File: src/rtl/clk_drp_pkg.sv
// Shared types and constants for the clock-wizard DRP reconfiguration controller.
package clk_drp_pkg;

  localparam int DRP_AW = 7;
  localparam int DRP_DW = 16;

  localparam logic [1:0] ERR_NONE    = 2'd0;
  localparam logic [1:0] ERR_RD_TO   = 2'd1;
  localparam logic [1:0] ERR_WR_TO   = 2'd2;
  localparam logic [1:0] ERR_LOCK_TO = 2'd3;

  typedef enum logic [3:0] {
    ST_IDLE,
    ST_RD,
    ST_RD_W,
    ST_WR,
    ST_WR_W,
    ST_VR,
    ST_VR_W,
    ST_NEXT,
    ST_LOCK_W,
    ST_DONE,
    ST_ERR
  } state_t;

  // Read-modify-write merge: mask bit 1 keeps the register bit, 0 takes the new bit.
  function automatic logic [DRP_DW-1:0] rmw_merge(input logic [DRP_DW-1:0] old_val,
                                                  input logic [DRP_DW-1:0] new_bits,
                                                  input logic [DRP_DW-1:0] keep_mask);
    return (old_val & keep_mask) | (new_bits & ~keep_mask);
  endfunction

  // States during which the wizard must be held in reset.
  function automatic logic holds_mmcm(input state_t s);
    return (s == ST_RD) || (s == ST_RD_W) || (s == ST_WR) || (s == ST_WR_W) ||
           (s == ST_VR) || (s == ST_VR_W) || (s == ST_NEXT);
  endfunction

endpackage

File: src/rtl/clk_wiz_drp_ctrl_sync_bit.sv
// Multi-flop synchronizer for a single asynchronous level (used for mmcm_locked).
module sync_bit #(
  parameter int STAGES = 2
) (
  input  logic clk,
  input  logic rst,
  input  logic d,
  output logic q
);

  logic [STAGES-1:0] sync_q;

  // Shift the async level through STAGES flops; cleared on reset.
  always_ff @(posedge clk or posedge rst) begin
    if (rst) begin
      sync_q <= '0;
    end else begin
      sync_q <= {sync_q[STAGES-2:0], d};
    end
  end

  assign q = sync_q[STAGES-1];

endmodule

File: src/rtl/clk_wiz_drp_ctrl.sv
// DRP reconfiguration sequencer for the system clock wizard.
// Holds the MMCM in reset, read-modify-writes each host entry over DRP,
// releases reset and waits for lock. Runs on the free-running ext_clk.
// Optional macro CLK_DRP_READBACK_EN adds a verify read after every write.
module clk_wiz_drp_ctrl
  import clk_drp_pkg::*;
#(
  parameter int DRP_TIMEOUT  = 1024,
  parameter int LOCK_TIMEOUT = 1048576,
  parameter int SYNC_STAGES  = 2
) (
  input  logic              ext_clk,
  input  logic              rst,
  input  logic              cfg_valid,
  output logic              cfg_ready,
  input  logic [DRP_AW-1:0] cfg_addr,
  input  logic [DRP_DW-1:0] cfg_data,
  input  logic [DRP_DW-1:0] cfg_mask,
  input  logic              cfg_last,
  output logic [DRP_AW-1:0] drp_daddr,
  output logic              drp_den,
  output logic              drp_dwe,
  output logic [DRP_DW-1:0] drp_di,
  input  logic [DRP_DW-1:0] drp_do,
  input  logic              drp_drdy,
  input  logic              mmcm_locked,
  output logic              mmcm_rst,
  output logic              busy,
  output logic              done,
  output logic              err,
  output logic [1:0]        err_code
);

  // One timer serves every wait, so it is sized for the longest one.
  localparam int TIMER_SPAN = (LOCK_TIMEOUT > DRP_TIMEOUT) ? LOCK_TIMEOUT : DRP_TIMEOUT;
  localparam int TW = $clog2(TIMER_SPAN) + 1;
  localparam logic [TW-1:0] DRP_LIM  = TW'(DRP_TIMEOUT - 1);
  localparam logic [TW-1:0] LOCK_LIM = TW'(LOCK_TIMEOUT - 1);

  state_t            state_q, state_d;
  logic [TW-1:0]     timer_q, timer_d;
  logic [1:0]        code_d;
  logic              run_q;
  logic              locked_s;
  logic              accept;
  logic [DRP_AW-1:0] ent_addr_q;
  logic [DRP_DW-1:0] ent_data_q;
  logic [DRP_DW-1:0] ent_mask_q;
  logic              ent_last_q;
  logic [DRP_DW-1:0] new_q;
  logic              mmcm_rst_q;
  logic              err_q;
  logic [1:0]        err_code_q;

  sync_bit #(
    .STAGES(SYNC_STAGES)
  ) u_lock_sync (
    .clk(ext_clk),
    .rst(rst),
    .d  (mmcm_locked),
    .q  (locked_s)
  );

  // run_q keeps cfg_ready low while reset is asserted and for the first edge after.
  assign cfg_ready = run_q && ((state_q == ST_IDLE) || (state_q == ST_NEXT));
  assign accept    = cfg_valid && cfg_ready;

  assign drp_den   = (state_q == ST_RD) || (state_q == ST_WR) || (state_q == ST_VR);
  assign drp_dwe   = (state_q == ST_WR);
  assign drp_daddr = ent_addr_q;
  assign drp_di    = new_q;
  assign busy      = (state_q != ST_IDLE) && (state_q != ST_DONE) && (state_q != ST_ERR);
  assign done      = (state_q == ST_DONE) || (state_q == ST_ERR);
  assign mmcm_rst  = mmcm_rst_q;
  assign err       = err_q;
  assign err_code  = err_code_q;

  // State, shared timer and ready-enable register.
  always_ff @(posedge ext_clk or posedge rst) begin
    if (rst) begin
      state_q <= ST_IDLE;
      timer_q <= '0;
      run_q   <= 1'b0;
    end else begin
      state_q <= state_d;
      timer_q <= timer_d;
      run_q   <= 1'b1;
    end
  end

  // Next-state, timer and error-code selection.
  always_comb begin
    state_d = state_q;
    timer_d = timer_q;
    code_d  = err_code_q;
    case (state_q)
      ST_IDLE: begin
        if (accept) state_d = ST_RD;
      end
      ST_RD: begin
        timer_d = '0;
        state_d = ST_RD_W;
      end
      ST_RD_W: begin
        if (drp_drdy) begin
          state_d = ST_WR;
        end else if (timer_q == DRP_LIM) begin
          state_d = ST_ERR;
          code_d  = ERR_RD_TO;
        end else begin
          timer_d = timer_q + TW'(1);
        end
      end
      ST_WR: begin
        timer_d = '0;
        state_d = ST_WR_W;
      end
      ST_WR_W: begin
        if (drp_drdy) begin
`ifdef CLK_DRP_READBACK_EN
          state_d = ST_VR;
`else
          if (ent_last_q) begin
            state_d = ST_LOCK_W;
            timer_d = '0;
          end else begin
            state_d = ST_NEXT;
          end
`endif
        end else if (timer_q == DRP_LIM) begin
          state_d = ST_ERR;
          code_d  = ERR_WR_TO;
        end else begin
          timer_d = timer_q + TW'(1);
        end
      end
`ifdef CLK_DRP_READBACK_EN
      ST_VR: begin
        timer_d = '0;
        state_d = ST_VR_W;
      end
      ST_VR_W: begin
        if (drp_drdy) begin
          if (drp_do != new_q) begin
            state_d = ST_ERR;
            code_d  = ERR_WR_TO;
          end else if (ent_last_q) begin
            state_d = ST_LOCK_W;
            timer_d = '0;
          end else begin
            state_d = ST_NEXT;
          end
        end else if (timer_q == DRP_LIM) begin
          state_d = ST_ERR;
          code_d  = ERR_WR_TO;
        end else begin
          timer_d = timer_q + TW'(1);
        end
      end
`endif
      ST_NEXT: begin
        if (accept) state_d = ST_RD;
      end
      ST_LOCK_W: begin
        // The synchronizer may still show the pre-release level on the first cycle.
        if ((timer_q != '0) && locked_s) begin
          state_d = ST_DONE;
        end else if (timer_q == LOCK_LIM) begin
          state_d = ST_ERR;
          code_d  = ERR_LOCK_TO;
        end else begin
          timer_d = timer_q + TW'(1);
        end
      end
      ST_DONE: state_d = ST_IDLE;
      ST_ERR:  state_d = ST_IDLE;
      default: state_d = ST_IDLE;
    endcase
  end

  // Registered wizard reset and sticky error status, aligned with the state they follow.
  always_ff @(posedge ext_clk or posedge rst) begin
    if (rst) begin
      mmcm_rst_q <= 1'b0;
      err_q      <= 1'b0;
      err_code_q <= ERR_NONE;
    end else begin
      mmcm_rst_q <= holds_mmcm(state_d);
      if (state_d == ST_ERR) begin
        err_q      <= 1'b1;
        err_code_q <= code_d;
      end else if ((state_q == ST_IDLE) && accept) begin
        err_q      <= 1'b0;
        err_code_q <= ERR_NONE;
      end
    end
  end

  // DRP address and write data; both hold their value between accesses.
  always_ff @(posedge ext_clk or posedge rst) begin
    if (rst) begin
      ent_addr_q <= '0;
      new_q      <= '0;
    end else begin
      if (accept) ent_addr_q <= cfg_addr;
      if ((state_q == ST_RD_W) && drp_drdy) new_q <= rmw_merge(drp_do, ent_data_q, ent_mask_q);
    end
  end

  // Entry payload latched on acceptance; only consumed after an accept.
  always_ff @(posedge ext_clk) begin
    if (accept) begin
      ent_data_q <= cfg_data;
      ent_mask_q <= cfg_mask;
      ent_last_q <= cfg_last;
    end
  end

endmodule

File: config.mk
export PLATFORM = sky130hd
export DESIGN_NAME = clk_wiz_drp_ctrl
export DESIGN_NICKNAME = d
export VERILOG_FILES = /design/src/rtl/clk_drp_pkg.sv /design/src/rtl/clk_wiz_drp_ctrl_sync_bit.sv /design/src/rtl/clk_wiz_drp_ctrl.sv
export SDC_FILE = /design/constraint.sdc
export NUM_CORES = 1
export LEC_CHECK = 0
export ABC_CLOCK_PERIOD_IN_PS = 2600
export BUFFER_PORTS_ARGS = -buffer_cell sky130_fd_sc_hd__buf_2
export CAP_MARGIN = 10
export CELL_PAD_IN_SITES_DETAIL_PLACEMENT = 1
export CELL_PAD_IN_SITES_GLOBAL_PLACEMENT = 1
export CORE_UTILIZATION = 38
export CTS_CLUSTER_DIAMETER = 60
export DETAILED_ROUTE_END_ITERATION = 12
export GPL_TIMING_DRIVEN = 0
export HOLD_SLACK_MARGIN = 0.15
export PLACE_DENSITY = 0.77
export RECOVER_POWER = 50
export SETUP_SLACK_MARGIN = 0.5
export SYNTH_ARGS = -nofsm -noshare
export SYNTH_HDL_FRONTEND = slang
export SYNTH_SLANG_ARGS = --single-unit
File: constraint.sdc
create_clock -name ext_clk -period 2.6 [get_ports ext_clk]
set_input_delay 0.13 -clock ext_clk [delete_from_list [all_inputs] [get_ports ext_clk]]
set_output_delay 0.13 -clock ext_clk [all_outputs]
set_load 0.1 [all_outputs]
==> results.ini <==
[cts]
cts_tree=built
cts_htree_levels=3
ctsRootBufferMaster=clkbuf_8
cts_num_sinks=88
cts_made_buffers=9
path_clk_slew_ns=0.10
clock_path_buffers=2
insertion_delay_ns=0.38

[critical_path]
critPathKind=flip-flop to flip-flop
start_kind=flip-flop
worstPathBufferInverterCount=2
arrival_ns=2.80
cpLargestDelayFamily=simple AND/OR/NAND/NOR gates
cp.depth=8
cp-end-kind=flip-flop
slowest_delay_ns=0.57
crit_chain=or4_4 -> nor4_4 -> and2_4 -> nand3_2 -> and2_4 -> buf_12 -> clkbuf_16 -> a31oi_2
crit_top_cell=and2_4
cp.required_ns=2.90
worst_r2r_path_depth=8
critical_path_peak_fanout=7
critPathSlowestCell=or4_4

[power]
pwr-share-seq_pct=25.7
switching_share_pct=55.1
cellLeakagePower_uw=0.00270
p_per_area_nw_per_um2=1270
cellInternalPower_uw=3570
combPwrFrac_pct=61.3
p_sw_uw=4380
peakVddDrop_v=0.000773
clockPowerShare_pct=13.0
p_total_uw=7950

[global_routing]
grt_pass1_vias=4223
grt_start_max_net_pins=43
track_usage_pct=27.9
overflow=0
antenna_found_initial=1
grt_pass1_wl_um=23500

[flow_run]
maxCapViolCount=0

[placed_design]
place_area_um2=4820
dp_hpwl_um=7460
place_ws_ns=-0.0546
io_buffers=92
gp_congestion=0.795

[floorplanning]
rows=37
initial_core_util_pct=39.3
boundaryPins=93
die_area_um2=11100
die_h_um=106
die_width_um=106
core-area_um2=10400

[run_status]
outcome=finished, final reports clean

[synthesis]
yosysSeqAreaShare_pct=58.1
synth_enable_flop_cells=33
netlist.area_leader.share_pct=33.8
yosysTopAreaCell=dfrtp_1
synth.area.top_cells=dfrtp_1 34%, edfxtp_1 24%, nand2_1 6.0%, mux2i_1 4.2%, o21ai_0 3.3%
yosysUniqueCellTypes=56
ys_ff_latch=88
netlist_area_um2=4080
synth_flop_cell=dfrtp_1
synth_nets=436
async_reset_ff_share_pct=62.5
syn_avg_cell_area_um2=10.9
synthCells=373
ys.warnings.count=0

[sta]
period_minus_slack_ns=2.50
period_share_pct=96.2
rsz0062_at_grt=true
tightest_slew_ns=1.20
report.final.hold_viol_count=0
setup_viol=0
max_freq_mhz=400
slew_headroom_pct=20.6
worst_slack_ns=0.0984
skew_ns=0.0227
slew_viol_final=0

[drt]
wl_um=17500
wire_per_inst_um=24.6
vias=4171
ant_nets=0
drt_pass1_iterations=5
drc=0
drt_iter0_markers=304
vias_per_cell=5.87

[min_path]
hp-class=input pin to flip-flop
min_path_cells=4

[layout]
final_area_um2=6240
final_layout_size_suffix_gt1_share_pct=36.8
num-fill-cells=1110
multiInputGateArea_um2=1960
utilization_pct=60.2
nets=631
seqCellArea_um2=2370
syn2layout_area_growth_pct=53.1

[what timing repair did]
item	in CTS	in global routing
resized for setup	27	58
hold buffers	58	0
endpoints found under the setup margin	29	42
pin swaps	10	16
cloned	1	2
hold endpoints to repair	83	0
setup buffers	10	20
[cell usage after synthesis (2+ instances only)]
library cell,count
a31oi_2,4
clkbuf_1,8
or4_1,2
ha_1,2
nor2_1,15
nand2_1,65
a211oi_1,3
dfrtp_1,55
and3_1,3
a31oi_1,12
and2_1,4
nand2b_1,5
nor2b_1,6
edfxtp_1,33
or3_1,6
nor3_1,7
buf_6,2
a21oi_1,16
nand3_1,11
buf_2,5
inv_1,10
mux2i_1,17
or4_4,2
nand4_1,5
a31o_2,2
o21ai_0,27
nor4_2,2
a41oi_1,6
xor2_1,2
a21o_1,4
o21ai_1,4
o211ai_1,2
and4_1,2
o211ai_2,2
[power groups by stage]
stage,Sequential (uW),Combinational [uW],Clock [uW]
final,2040,4880,1030
after global routing,2070,5030,1080
after CTS,1980,4130,984
after detailed placement,2000,3800,0
after global placement,1980,3710,0
after floorplan,3380,1640,0
[state kept, by name (all words and copies together) (netlist names)]
signal	cells
timer_q	21
drp_di	16
ent_data_q	16
ent_mask_q	16
drp_daddr	7
state_q	4
err_code	2
u_lock_sync.sync_q	2
ent_last_q	1
err	1
mmcm_rst	1
run_q	1
[per-layer routing]
metal	GRT usage [%]	vias up	share of wire, %
li1	-	1762	-
met1	32.5	2119	36
met2	49.8	219	53
met3	4.21	71	5.3
met4	14.4	0	5.1
met5	0	-	0
[layout make-up]
class	instances	area share, %
well taps	136	2.73
multi-input cells	258	31.5
repair buffers	184	21.5
clock inverters	6	1.12
inverters	11	0.862
diodes	1	0.0401
clock buffers	10	2.04
flip-flops and latches	88	38.1
plain buffers	16	2.19
[tightest hold or removal path: stages]
cell	delay (ns)
buf_2	0.13
nand4_1	0.16
nand2_1	0.07
nand2_1	0.05
[cell families (layout without fill, tap and decap cells)]
| group | Yosys count | after routing | share of synthesized area (%) |
|---|---|---|---|
| fa+ha+maj | 2 | 2 | 0.614 |
| mux | 17 | 17 | 4.17 |
| simple gates | 145 | 145 | 18.4 |
| flops | 88 | 88 | 58.1 |
| compound gates | 91 | 91 | 15.2 |
| xor+xnor | 2 | 2 | 0.430 |
| other cells | 1 | 2 | 0.0920 |
| buf+inv | 27 | 227 | 3.10 |
[path summary, 6_finish.rpt]
kind	slack, ns	from	to
setup reg to reg	0.1	timer_q[10]$_DFFE_PP0P_	timer_q[4]$_DFFE_PP0P_
max in group asynchronous	0.55	rst	state_q[0]$_DFF_PP0_
hold / removal	0.20	cfg_valid	err$_DFFE_PP0P_
min in group asynchronous	0.59	rst	drp_daddr[1]$_DFFE_PP0P_
hold reg to reg	0.35	u_lock_sync.sync_q[0]$_DFF_PP0_	u_lock_sync.sync_q[1]$_DFF_PP0_
setup / recovery	0.1	timer_q[10]$_DFFE_PP0P_	timer_q[4]$_DFFE_PP0P_
[placed cells by master (no fill, tap or decap), drive strengths merged, types with 5 or more instances in the layout]
| cell type | netlist | layout |
|---|---|---|
| o21ai | 31 | 31 |
| buf | 8 | 113 |
| nor2b | 6 | 6 |
| nor2 | 15 | 15 |
| and2 | 5 | 5 |
| mux2i | 17 | 17 |
| nand2b | 5 | 5 |
| dfrtp | 55 | 55 |
| edfxtp | 33 | 33 |
| dlygate4sd3 | 0 | 58 |
| nand3 | 12 | 12 |
| nand2 | 65 | 65 |
| clkbuf | 8 | 39 |
| nor3 | 7 | 7 |
| a31oi | 16 | 16 |
| a21oi | 16 | 16 |
| a41oi | 6 | 6 |
| inv | 10 | 11 |
| nand4 | 5 | 5 |
| or3 | 6 | 6 |
[per-stage QoR]
step / std cells / TNS (ns) / hold WS [ns]
final: 710 / 0 / 0.197
after global routing: 710 / 0 / 0.227
after CTS: 687 / 0 / 0.203
after detailed placement: 602 / -0.240 / 0.241
after global placement: 601 / -0.0340 / 0.243
after floorplan: 373 / 0 / 0.161
Power figures use the tool's default switching activity.
